$ cat config.mk
export PLATFORM = sky130hd
export DESIGN_NAME = enemy_shot_ctrl_flat
export DESIGN_NICKNAME = d
export VERILOG_FILES = /design/src/rtl/enemy_shot_ctrl_if.sv /design/src/rtl/enemy_shot_ctrl.sv /design/src/flat_wrapper.sv
export SDC_FILE = /design/constraint.sdc
export NUM_CORES = 1
export LEC_CHECK = 0
export CORE_MARGIN = 1
export CORE_UTILIZATION = 32
export CTS_CLUSTER_DIAMETER = 40
export CTS_CLUSTER_SIZE = 12
export DETAILED_ROUTE_END_ITERATION = 8
export PLACE_DENSITY = 0.64
export SLEW_MARGIN = 15
export SYNTH_ARGS = -nofsm -noshare
export SYNTH_HDL_FRONTEND = slang
export SYNTH_SLANG_ARGS = --single-unit
$ cat constraint.sdc
create_clock -name clk -period 11.2 [get_ports clk]
set_input_delay 1.12 -clock clk [delete_from_list [all_inputs] [get_ports clk]]
set_output_delay 1.12 -clock clk [all_outputs]
set_load 0.01 [all_outputs]
$ cat src/rtl/enemy_shot_ctrl_if.sv
// Fire-request handshake and projectile slot view shared by the engine, enemy_shot_ctrl and the renderer.
// Handshake: fire_req is a one-cycle strobe with no ready; exactly one of fire_ack/fire_drop pulses on the following edge.
interface enemy_shot_ctrl_if #(
    parameter int N_SHOTS = 4
);
    logic                    fire_req;
    logic [5:0]              shoot_id;
    logic [5:0]              shoot_row;
    logic                    fire_ack;
    logic                    fire_drop;
    logic [N_SHOTS-1:0]      shot_valid;
    logic [10*N_SHOTS-1:0]   shot_x;
    logic [10*N_SHOTS-1:0]   shot_y;

    modport master (
        output fire_req, shoot_id, shoot_row,
        input  fire_ack, fire_drop, shot_valid, shot_x, shot_y
    );

    modport slave (
        input  fire_req, shoot_id, shoot_row,
        output fire_ack, fire_drop, shot_valid, shot_x, shot_y
    );
endinterface

$ cat src/rtl/enemy_shot_ctrl.sv
// Enemy projectile spawner/mover with player hit detection.
// Optional macro ENEMY_SHOT_LIVES_EN: 3-life counter instead of one-hit death.
module enemy_shot_ctrl #(
    parameter int COLUNAS   = 13,
    parameter int LINHAS    = 5,
    parameter int N_SHOTS   = 4,
    parameter int MOVE_DIV  = 500000,
    parameter int SHOT_STEP = 4,
    parameter int SCREEN_H  = 480,
    parameter int ENEMY_DX  = 32,
    parameter int ENEMY_DY  = 24,
    parameter int ENEMY_W   = 24,
    parameter int ENEMY_H   = 16,
    parameter int PLAYER_W  = 32,
    parameter int PLAYER_H  = 16
) (
    input  logic                        clk,
    input  logic                        reset,
    input  logic                        restart,
    enemy_shot_ctrl_if.slave            bus,
    input  logic [COLUNAS*LINHAS-1:0]   enemy_vivos,
    input  logic [9:0]                  fleet_x,
    input  logic [9:0]                  fleet_y,
    input  logic [9:0]                  player_x,
    input  logic [9:0]                  player_y,
    output logic                        player_hit,
    output logic                        jogador_vivo
);
    localparam int NUM_EN = COLUNAS * LINHAS;
    localparam int CW     = (MOVE_DIV > 1) ? $clog2(MOVE_DIV) : 1;

    logic [CW-1:0]      cnt_q, cnt_d;
    logic [N_SHOTS-1:0] valid_q, valid_d;
    logic [9:0]         x_q [N_SHOTS];
    logic [9:0]         x_d [N_SHOTS];
    logic [9:0]         y_q [N_SHOTS];
    logic [9:0]         y_d [N_SHOTS];
    logic               ack_q, ack_d;
    logic               drop_q, drop_d;
    logic               hit_q, hit_d;
    logic               vivo_q, vivo_d;
`ifdef ENEMY_SHOT_LIVES_EN
    logic [1:0]         lives_q, lives_d;
`endif

    logic               tick;
    logic [9:0]         col_w, spawn_x, spawn_y;
    logic               id_in_range, alive_bit, free_found, accept, hit_any;
    int                 free_idx;
    logic [10:0]        sum_y;
    logic [11:0]        sx, sy, px, py;

    assign tick = (cnt_q == CW'(MOVE_DIV - 1));

    // Spawn point sits centred under the shooter, at its bottom edge.
    assign col_w   = 10'(bus.shoot_id) - 10'(bus.shoot_row) * 10'(COLUNAS);
    assign spawn_x = col_w * 10'(ENEMY_DX) + 10'(ENEMY_W / 2) + fleet_x;
    assign spawn_y = 10'(bus.shoot_row) * 10'(ENEMY_DY) + 10'(ENEMY_H) + fleet_y;

    assign id_in_range = ({26'd0, bus.shoot_id} < 32'(NUM_EN));
    assign alive_bit   = |(enemy_vivos & (NUM_EN'(1) << bus.shoot_id));

    always_comb begin
        free_found = 1'b0;
        free_idx   = 0;
        for (int i = N_SHOTS - 1; i >= 0; i--) begin
            if (!valid_q[i]) begin
                free_found = 1'b1;
                free_idx   = i;
            end
        end
    end

    assign accept = bus.fire_req && id_in_range && alive_bit && vivo_q && free_found;

    always_comb begin
        cnt_d   = tick ? '0 : cnt_q + CW'(1);
        valid_d = valid_q;
        x_d     = x_q;
        y_d     = y_q;
        ack_d   = 1'b0;
        drop_d  = 1'b0;
        hit_d   = 1'b0;
        vivo_d  = vivo_q;
        hit_any = 1'b0;
        sum_y   = '0;
        sx      = '0;
        sy      = '0;
        px      = {2'b00, player_x};
        py      = {2'b00, player_y};
`ifdef ENEMY_SHOT_LIVES_EN
        lives_d = lives_q;
`endif

        if (tick) begin
            for (int i = 0; i < N_SHOTS; i++) begin
                if (valid_q[i]) begin
                    sum_y = {1'b0, y_q[i]} + 11'(SHOT_STEP);
                    sx    = {2'b00, x_q[i]};
                    sy    = {1'b0, sum_y};
                    if (sum_y >= 11'(SCREEN_H)) begin
                        valid_d[i] = 1'b0;
                    end else begin
                        y_d[i] = sum_y[9:0];
                        // 2x6 shot box against the player box, on the moved position.
                        if (vivo_q && (sx < px + 12'(PLAYER_W)) && (sx + 12'd2 > px) &&
                            (sy < py + 12'(PLAYER_H)) && (sy + 12'd6 > py)) begin
                            valid_d[i] = 1'b0;
                            hit_any    = 1'b1;
                        end
                    end
                end
            end
        end

        // Free slot is taken from pre-tick occupancy, so a slot retired this tick stays busy.
        if (bus.fire_req) begin
            if (accept) begin
                ack_d = 1'b1;
                for (int i = 0; i < N_SHOTS; i++) begin
                    if (i == free_idx) begin
                        valid_d[i] = 1'b1;
                        x_d[i]     = spawn_x;
                        y_d[i]     = spawn_y;
                    end
                end
            end else begin
                drop_d = 1'b1;
            end
        end

        if (hit_any) begin
            hit_d = 1'b1;
`ifdef ENEMY_SHOT_LIVES_EN
            lives_d = lives_q - 2'd1;
            vivo_d  = (lives_d != 2'd0);
`else
            vivo_d  = 1'b0;
`endif
        end

        if (restart) begin
            cnt_d   = '0;
            valid_d = '0;
            for (int i = 0; i < N_SHOTS; i++) begin
                x_d[i] = '0;
                y_d[i] = '0;
            end
            ack_d  = 1'b0;
            drop_d = 1'b0;
            hit_d  = 1'b0;
            vivo_d = 1'b1;
`ifdef ENEMY_SHOT_LIVES_EN
            lives_d = 2'd3;
`endif
        end
    end

    always_ff @(posedge clk or negedge reset) begin
        if (!reset) begin
            cnt_q   <= '0;
            valid_q <= '0;
            for (int i = 0; i < N_SHOTS; i++) begin
                x_q[i] <= '0;
                y_q[i] <= '0;
            end
            ack_q  <= 1'b0;
            drop_q <= 1'b0;
            hit_q  <= 1'b0;
            vivo_q <= 1'b1;
`ifdef ENEMY_SHOT_LIVES_EN
            lives_q <= 2'd3;
`endif
        end else begin
            cnt_q   <= cnt_d;
            valid_q <= valid_d;
            x_q     <= x_d;
            y_q     <= y_d;
            ack_q   <= ack_d;
            drop_q  <= drop_d;
            hit_q   <= hit_d;
            vivo_q  <= vivo_d;
`ifdef ENEMY_SHOT_LIVES_EN
            lives_q <= lives_d;
`endif
        end
    end

    assign bus.fire_ack   = ack_q;
    assign bus.fire_drop  = drop_q;
    assign bus.shot_valid = valid_q;
    assign player_hit     = hit_q;
    assign jogador_vivo   = vivo_q;

    for (genvar g = 0; g < N_SHOTS; g++) begin : g_pack
        assign bus.shot_x[10*g +: 10] = x_q[g];
        assign bus.shot_y[10*g +: 10] = y_q[g];
    end
endmodule

$ cat src/flat_wrapper.sv
// flat-port wrapper written by rule: the top's interface ports become plain ports
module enemy_shot_ctrl_flat 
#(
    parameter int COLUNAS   = 13,
    parameter int LINHAS    = 5,
    parameter int N_SHOTS   = 4,
    parameter int MOVE_DIV  = 500000,
    parameter int SHOT_STEP = 4,
    parameter int SCREEN_H  = 480,
    parameter int ENEMY_DX  = 32,
    parameter int ENEMY_DY  = 24,
    parameter int ENEMY_W   = 24,
    parameter int ENEMY_H   = 16,
    parameter int PLAYER_W  = 32,
    parameter int PLAYER_H  = 16
)
  (clk, reset, restart, enemy_vivos, fleet_x, fleet_y, player_x, player_y, player_hit, jogador_vivo, bus_fire_req, bus_shoot_id, bus_shoot_row, bus_fire_ack, bus_fire_drop, bus_shot_valid, bus_shot_x, bus_shot_y);
  enemy_shot_ctrl_if #(.N_SHOTS(N_SHOTS)) bus_i ();
  input  logic clk;
  input  logic reset;
  input  logic restart;
  input  logic [COLUNAS*LINHAS-1:0] enemy_vivos;
  input  logic [9:0] fleet_x;
  input  logic [9:0] fleet_y;
  input  logic [9:0] player_x;
  input  logic [9:0] player_y;
  output logic player_hit;
  output logic jogador_vivo;
  input wire logic [$bits(bus_i.fire_req)-1:0] bus_fire_req;
  input wire logic [$bits(bus_i.shoot_id)-1:0] bus_shoot_id;
  input wire logic [$bits(bus_i.shoot_row)-1:0] bus_shoot_row;
  output wire logic [$bits(bus_i.fire_ack)-1:0] bus_fire_ack;
  output wire logic [$bits(bus_i.fire_drop)-1:0] bus_fire_drop;
  output wire logic [$bits(bus_i.shot_valid)-1:0] bus_shot_valid;
  output wire logic [$bits(bus_i.shot_x)-1:0] bus_shot_x;
  output wire logic [$bits(bus_i.shot_y)-1:0] bus_shot_y;
  assign bus_i.fire_req = bus_fire_req;
  assign bus_i.shoot_id = bus_shoot_id;
  assign bus_i.shoot_row = bus_shoot_row;
  assign bus_fire_ack = bus_i.fire_ack;
  assign bus_fire_drop = bus_i.fire_drop;
  assign bus_shot_valid = bus_i.shot_valid;
  assign bus_shot_x = bus_i.shot_x;
  assign bus_shot_y = bus_i.shot_y;
  enemy_shot_ctrl #(.COLUNAS(COLUNAS), .LINHAS(LINHAS), .N_SHOTS(N_SHOTS), .MOVE_DIV(MOVE_DIV), .SHOT_STEP(SHOT_STEP), .SCREEN_H(SCREEN_H), .ENEMY_DX(ENEMY_DX), .ENEMY_DY(ENEMY_DY), .ENEMY_W(ENEMY_W), .ENEMY_H(ENEMY_H), .PLAYER_W(PLAYER_W), .PLAYER_H(PLAYER_H)) u_core (.clk(clk), .reset(reset), .restart(restart), .bus(bus_i), .enemy_vivos(enemy_vivos), .fleet_x(fleet_x), .fleet_y(fleet_y), .player_x(player_x), .player_y(player_y), .player_hit(player_hit), .jogador_vivo(jogador_vivo));
endmodule
==> results by stage <==
Outcome:
- The run finished with clean final reports.

Power:
- The internal portion of the total power is 859.9 uW.
- The total chip power is 1321 uW.
- The leakage power of the design is 0.006930 uW.
- Of the total power, combinational logic draws 37.3%.
- The switching power as a share of total power is 34.90%.
- The maximum ir drop on the vdd rail is 0.07806 mV.
- Sequential cells burn 33.4% of the power.
- The net switching component of the power is 460.9 uW.
- The areal power density over the cells is 86.46 nW/um^2.
- Per report_power, the clock group accounts for 29.3% of the total.

Layout:
- The antenna diode count is 0.
- The layout overhead on the synthesized area is 21.92%.
- The layout cell share with drive strength beyond 1 is 4.534%.
- The net count of the finished layout is 1940.

STA:
- Setup violations remaining at the end of the flow were counted as 0.
- The final clock skew is 0.009802 ns.
- The minimum setup slack in the final design is 6.225 ns.
- The transition time of the tightest slew-check pin is 1.028 ns.
- The remaining max-slew budget at the tightest pin is 31.24%.
- The routed design could run at a clock period as short as 4.975 ns.
- Dividing the final minimum period by the clock period gives 44.42%.
- Hold is met by 0.4973 ns.
- The final count of pins violating max slew is 0.
- For the final routed database, the setup TNS stands at 0 ns.
- The maximum clock frequency is 0.2010 GHz.
- Setup repair after global routing left no endpoint under its margin.
- The final hold violation count was 0.

GRT:
- The number of antenna violations at the first check in global routing was 0.
- The via count of the first global-routing pass is 11370.
- The largest net degree at the start of global routing is 65.
- The first global-routing pass estimated 62.07 mm of wire.
- Global routing used 20.10% of the available tracks across all layers.
- Global routing finished with a remaining overflow of 0.

Yosys:
- The share of flip-flops with an asynchronous set or reset is 100.0%.
- The commonest cells after synthesis are sky130_fd_sc_hd__ha_1 (208), sky130_fd_sc_hd__nor2_1 (133), sky130_fd_sc_hd__dfrtp_1 (106), sky130_fd_sc_hd__xnor2_1 (96), sky130_fd_sc_hd__inv_1 (90).
- The distinct cell type count after synthesis is 97.
- The flop and latch count out of synthesis is 107.
- The post-synthesis instance total is 1439.
- After synthesis, the largest area contributor takes up 21.17% of total cell area.
- The largest area contributor in the synthesized netlist is sky130_fd_sc_hd__dfrtp_1.
- The most frequently used flop master after synthesis is sky130_fd_sc_hd__dfrtp_1.
- The cell with the most instances after synthesis is sky130_fd_sc_hd__ha_1.
- The mean cell area of the mapped netlist is 8.707 um^2.
- Synthesis produced a netlist with a net count of 1772.
- The number of warning messages in the yosys log is 0.
- By area the synthesized netlist is led by sky130_fd_sc_hd__dfrtp_1 (21%), sky130_fd_sc_hd__ha_1 (21%), sky130_fd_sc_hd__xnor2_1 (6.7%).
- The synthesized netlist occupies a cell area of 12530 um^2.
- The register area share after synthesis is 21.38%.
- The synthesized design contains 0 enable-type register cells.

Setup path:
- In this run the worst path has a maximum fanout of 8.
- The critical path goes through clkdlybuf4s50_1 -> ha_1 -> nand3_1 -> xnor2_1 -> ha_1 -> and3_1 -> a221oi_1 -> o31ai_1 -> a221oi_1 -> nand4_1 -> a21o_1 -> nand2_1 -> a21oi_1.
- The sort of element at the end of the critical path is a flip-flop.
- The worst setup path is of the in2reg kind.
- The maximum single-stage delay on the critical path is 0.79 ns.
- For the worst setup path, the data required time is 11.40 ns.
- The cell with the largest stage delay on the worst path is sky130_fd_sc_hd__clkdlybuf4s50_1.
- The startpoint kind of the worst setup timing path is an input pin.
- The data arrival time of the critical path is 5.18 ns.

Clock network:
- The H-tree depth reported by CTS is 3.
- The quantity of gates resized following cts is 0.
- The sink count of the clock tree is 107.
- Clock latency on the worst-skew pair, taken at its later pin, is 0.35 ns.
- Buffers added to address setup during post-CTS repair amount to 0.
- The buffer type at the clock tree root is sky130_fd_sc_hd__clkbuf_16.
- The number of buffers between clock root and the deepest sink is 2.
- The clock tree from TritonCTS is built.
- The number of clock buffers added by TritonCTS is 9.
- The clock transition at the registers of the reported paths is 0.07 ns.
- The count of hold buffers inserted by post-cts repair is 0.

Detailed routing:
- The number of DRC violations after detailed routing is 0.
- The first detailed-routing pass took 7 iterations.
- The count of routing violations after the opening detailed-route iteration is 662.
- The remaining antenna violation count after routing is 0.
- The final route contains 11420 vias.
- For this block, the routed nets add up to 40.00 mm of wire.
- Dividing the detail-routed via count by the number of cells gives 5.366.
- After detailed routing, the average wire length per cell comes to 18.80 um.

Floorplan:
- The y dimension of the die is 199.9 um.
- The area of the die is 39950 um^2.
- The initial utilization of the core area, before any placement, comes to 32.42%.
- The die width is 199.9 um.
- The area of the core region is 38650 um^2.
- Row generation in the floorplan step produced 72 rows.
- Pin placement for this block handled 209 I/O pins.

Placement:
- The detailed-placement wirelength estimate is 32.53 mm.
- At the end of routability-driven placement, the weighted congestion stood at 0.9045.
- The post-placement worst setup slack is 5.920 ns.
- The number of port buffers is 207.

Min path:
- The min-delay analysis places its worst path in the category reg2reg.

Job:
- The number of max-cap violations is 0.
==> stage by stage <==
stage / utilization [%] / cell area (um^2) / instances
final: 39.53 / 15280 / 2128
after global routing: 39.53 / 15280 / 2128
after CTS: 39.53 / 15280 / 2128
after detailed placement: 38.61 / 14920 / 2114
after global placement: 38.61 / 14920 / 2114
after floorplan: - / 12530 / 1439
==> final timing paths <==
path	startpoint	end	slack, ns	cells after the start
max	player_y[4]	u_core.bus.shot_valid[3]	6.22	13
min	u_core.cnt_q[0]	u_core.cnt_q[0]	0.50	1
max reg2reg	u_core.bus.shot_y[12]	u_core.jogador_vivo	6.89	16
min reg2reg	u_core.cnt_q[0]	u_core.cnt_q[0]	0.50	1
max in group asynchronous	reset	u_core.bus.shot_x[24]	9.14	2
min in group asynchronous	reset	u_core.bus.shot_y[3]	0.78	1
==> cell usage in the layout, fill, tap and decap left out, types with 6 or more instances in the layout <==
master,synthesis,final
sky130_fd_sc_hd__a211oi_1,14,14
sky130_fd_sc_hd__a211oi_2,14,14
sky130_fd_sc_hd__a21o_1,22,22
sky130_fd_sc_hd__a21oi_1,68,68
sky130_fd_sc_hd__a22oi_1,6,6
sky130_fd_sc_hd__a31o_1,6,6
sky130_fd_sc_hd__a31oi_1,10,10
sky130_fd_sc_hd__and3_1,27,27
sky130_fd_sc_hd__clkbuf_16,0,9
sky130_fd_sc_hd__clkdlybuf4s50_1,0,205
sky130_fd_sc_hd__dfrtp_1,106,106
sky130_fd_sc_hd__ha_1,208,208
sky130_fd_sc_hd__inv_1,90,90
sky130_fd_sc_hd__mux2_2,7,7
sky130_fd_sc_hd__mux2i_1,40,40
sky130_fd_sc_hd__nand2_1,77,77
sky130_fd_sc_hd__nand2b_1,13,13
sky130_fd_sc_hd__nand3_1,81,81
sky130_fd_sc_hd__nand4_1,33,33
sky130_fd_sc_hd__nor2_1,133,133
sky130_fd_sc_hd__nor2b_1,18,18
sky130_fd_sc_hd__nor3_1,30,30
sky130_fd_sc_hd__o211ai_1,13,13
sky130_fd_sc_hd__o21a_1,12,12
sky130_fd_sc_hd__o21ai_0,55,55
sky130_fd_sc_hd__o21bai_1,7,7
sky130_fd_sc_hd__o22ai_1,6,6
sky130_fd_sc_hd__o31ai_1,10,10
sky130_fd_sc_hd__or3_1,8,8
sky130_fd_sc_hd__xnor2_1,96,96
sky130_fd_sc_hd__xor2_1,53,53
==> kinds of logic (layout without fill, tap and decap cells) <==
| logic type | count (synthesis) | count (layout) | synth area share (%) |
|---|---|---|---|
| mux | 51 | 51 | 4.244 |
| simple gates | 465 | 465 | 18.95 |
| compound gates | 306 | 306 | 17.75 |
| fa+ha+maj | 212 | 212 | 21.41 |
| buf+inv | 147 | 318 | 5.592 |
| flops | 107 | 107 | 21.38 |
| xor+xnor | 151 | 151 | 10.68 |
==> layer usage <==
metal	vias to the layer above	part of all wire [%]	GRT usage, %
met5	-	0	0
li1	5542	-	-
met1	5530	44	25.38
met3	51	5.5	3.495
met4	0	2.6	6.927
met2	296	48	34.34
==> power by group through the flow <==
stage	clock network, uW	logic [uW]	registers, uW
CTS	398	495	442
global placement	0	482	448
detailed placement	0	492	449
finish	387	492	441
floorplan	0	306	437
global route	410	549	445
==> cell type report <==
class / count / area [um^2]
Clock inverter: 5 / 127.6
Fill cell: 3900 / 23370
Multi-Input combinational cell: 1185 / 9150
Sequential cell: 107 / 2679
Clock buffer: 9 / 225.2
Inverter: 93 / 351.6
Timing Repair Buffer: 211 / 2095
Tap cell: 518 / 648.1
==> sequential cells by signal (all words and copies together), names as in the netlist <==
signal / count
u_core.cnt_q: 19
u_core.bus.shot_x: 40
u_core.bus.fire_drop: 1
u_core.bus.fire_ack: 1
u_core.player_hit: 1
u_core.bus.shot_valid: 4
u_core.jogador_vivo: 1
u_core.bus.shot_y: 40
==> worst max-delay path: cells and delay by family <==
kind | cells | cell delay (ns)
fa+ha+maj | 2 | 0.63
simple gates | 4 | 0.57
buf+inv | 1 | 0.79
compound gates | 5 | 1.48
xor+xnor | 1 | 0.57
Power figures use the tool's default switching activity.
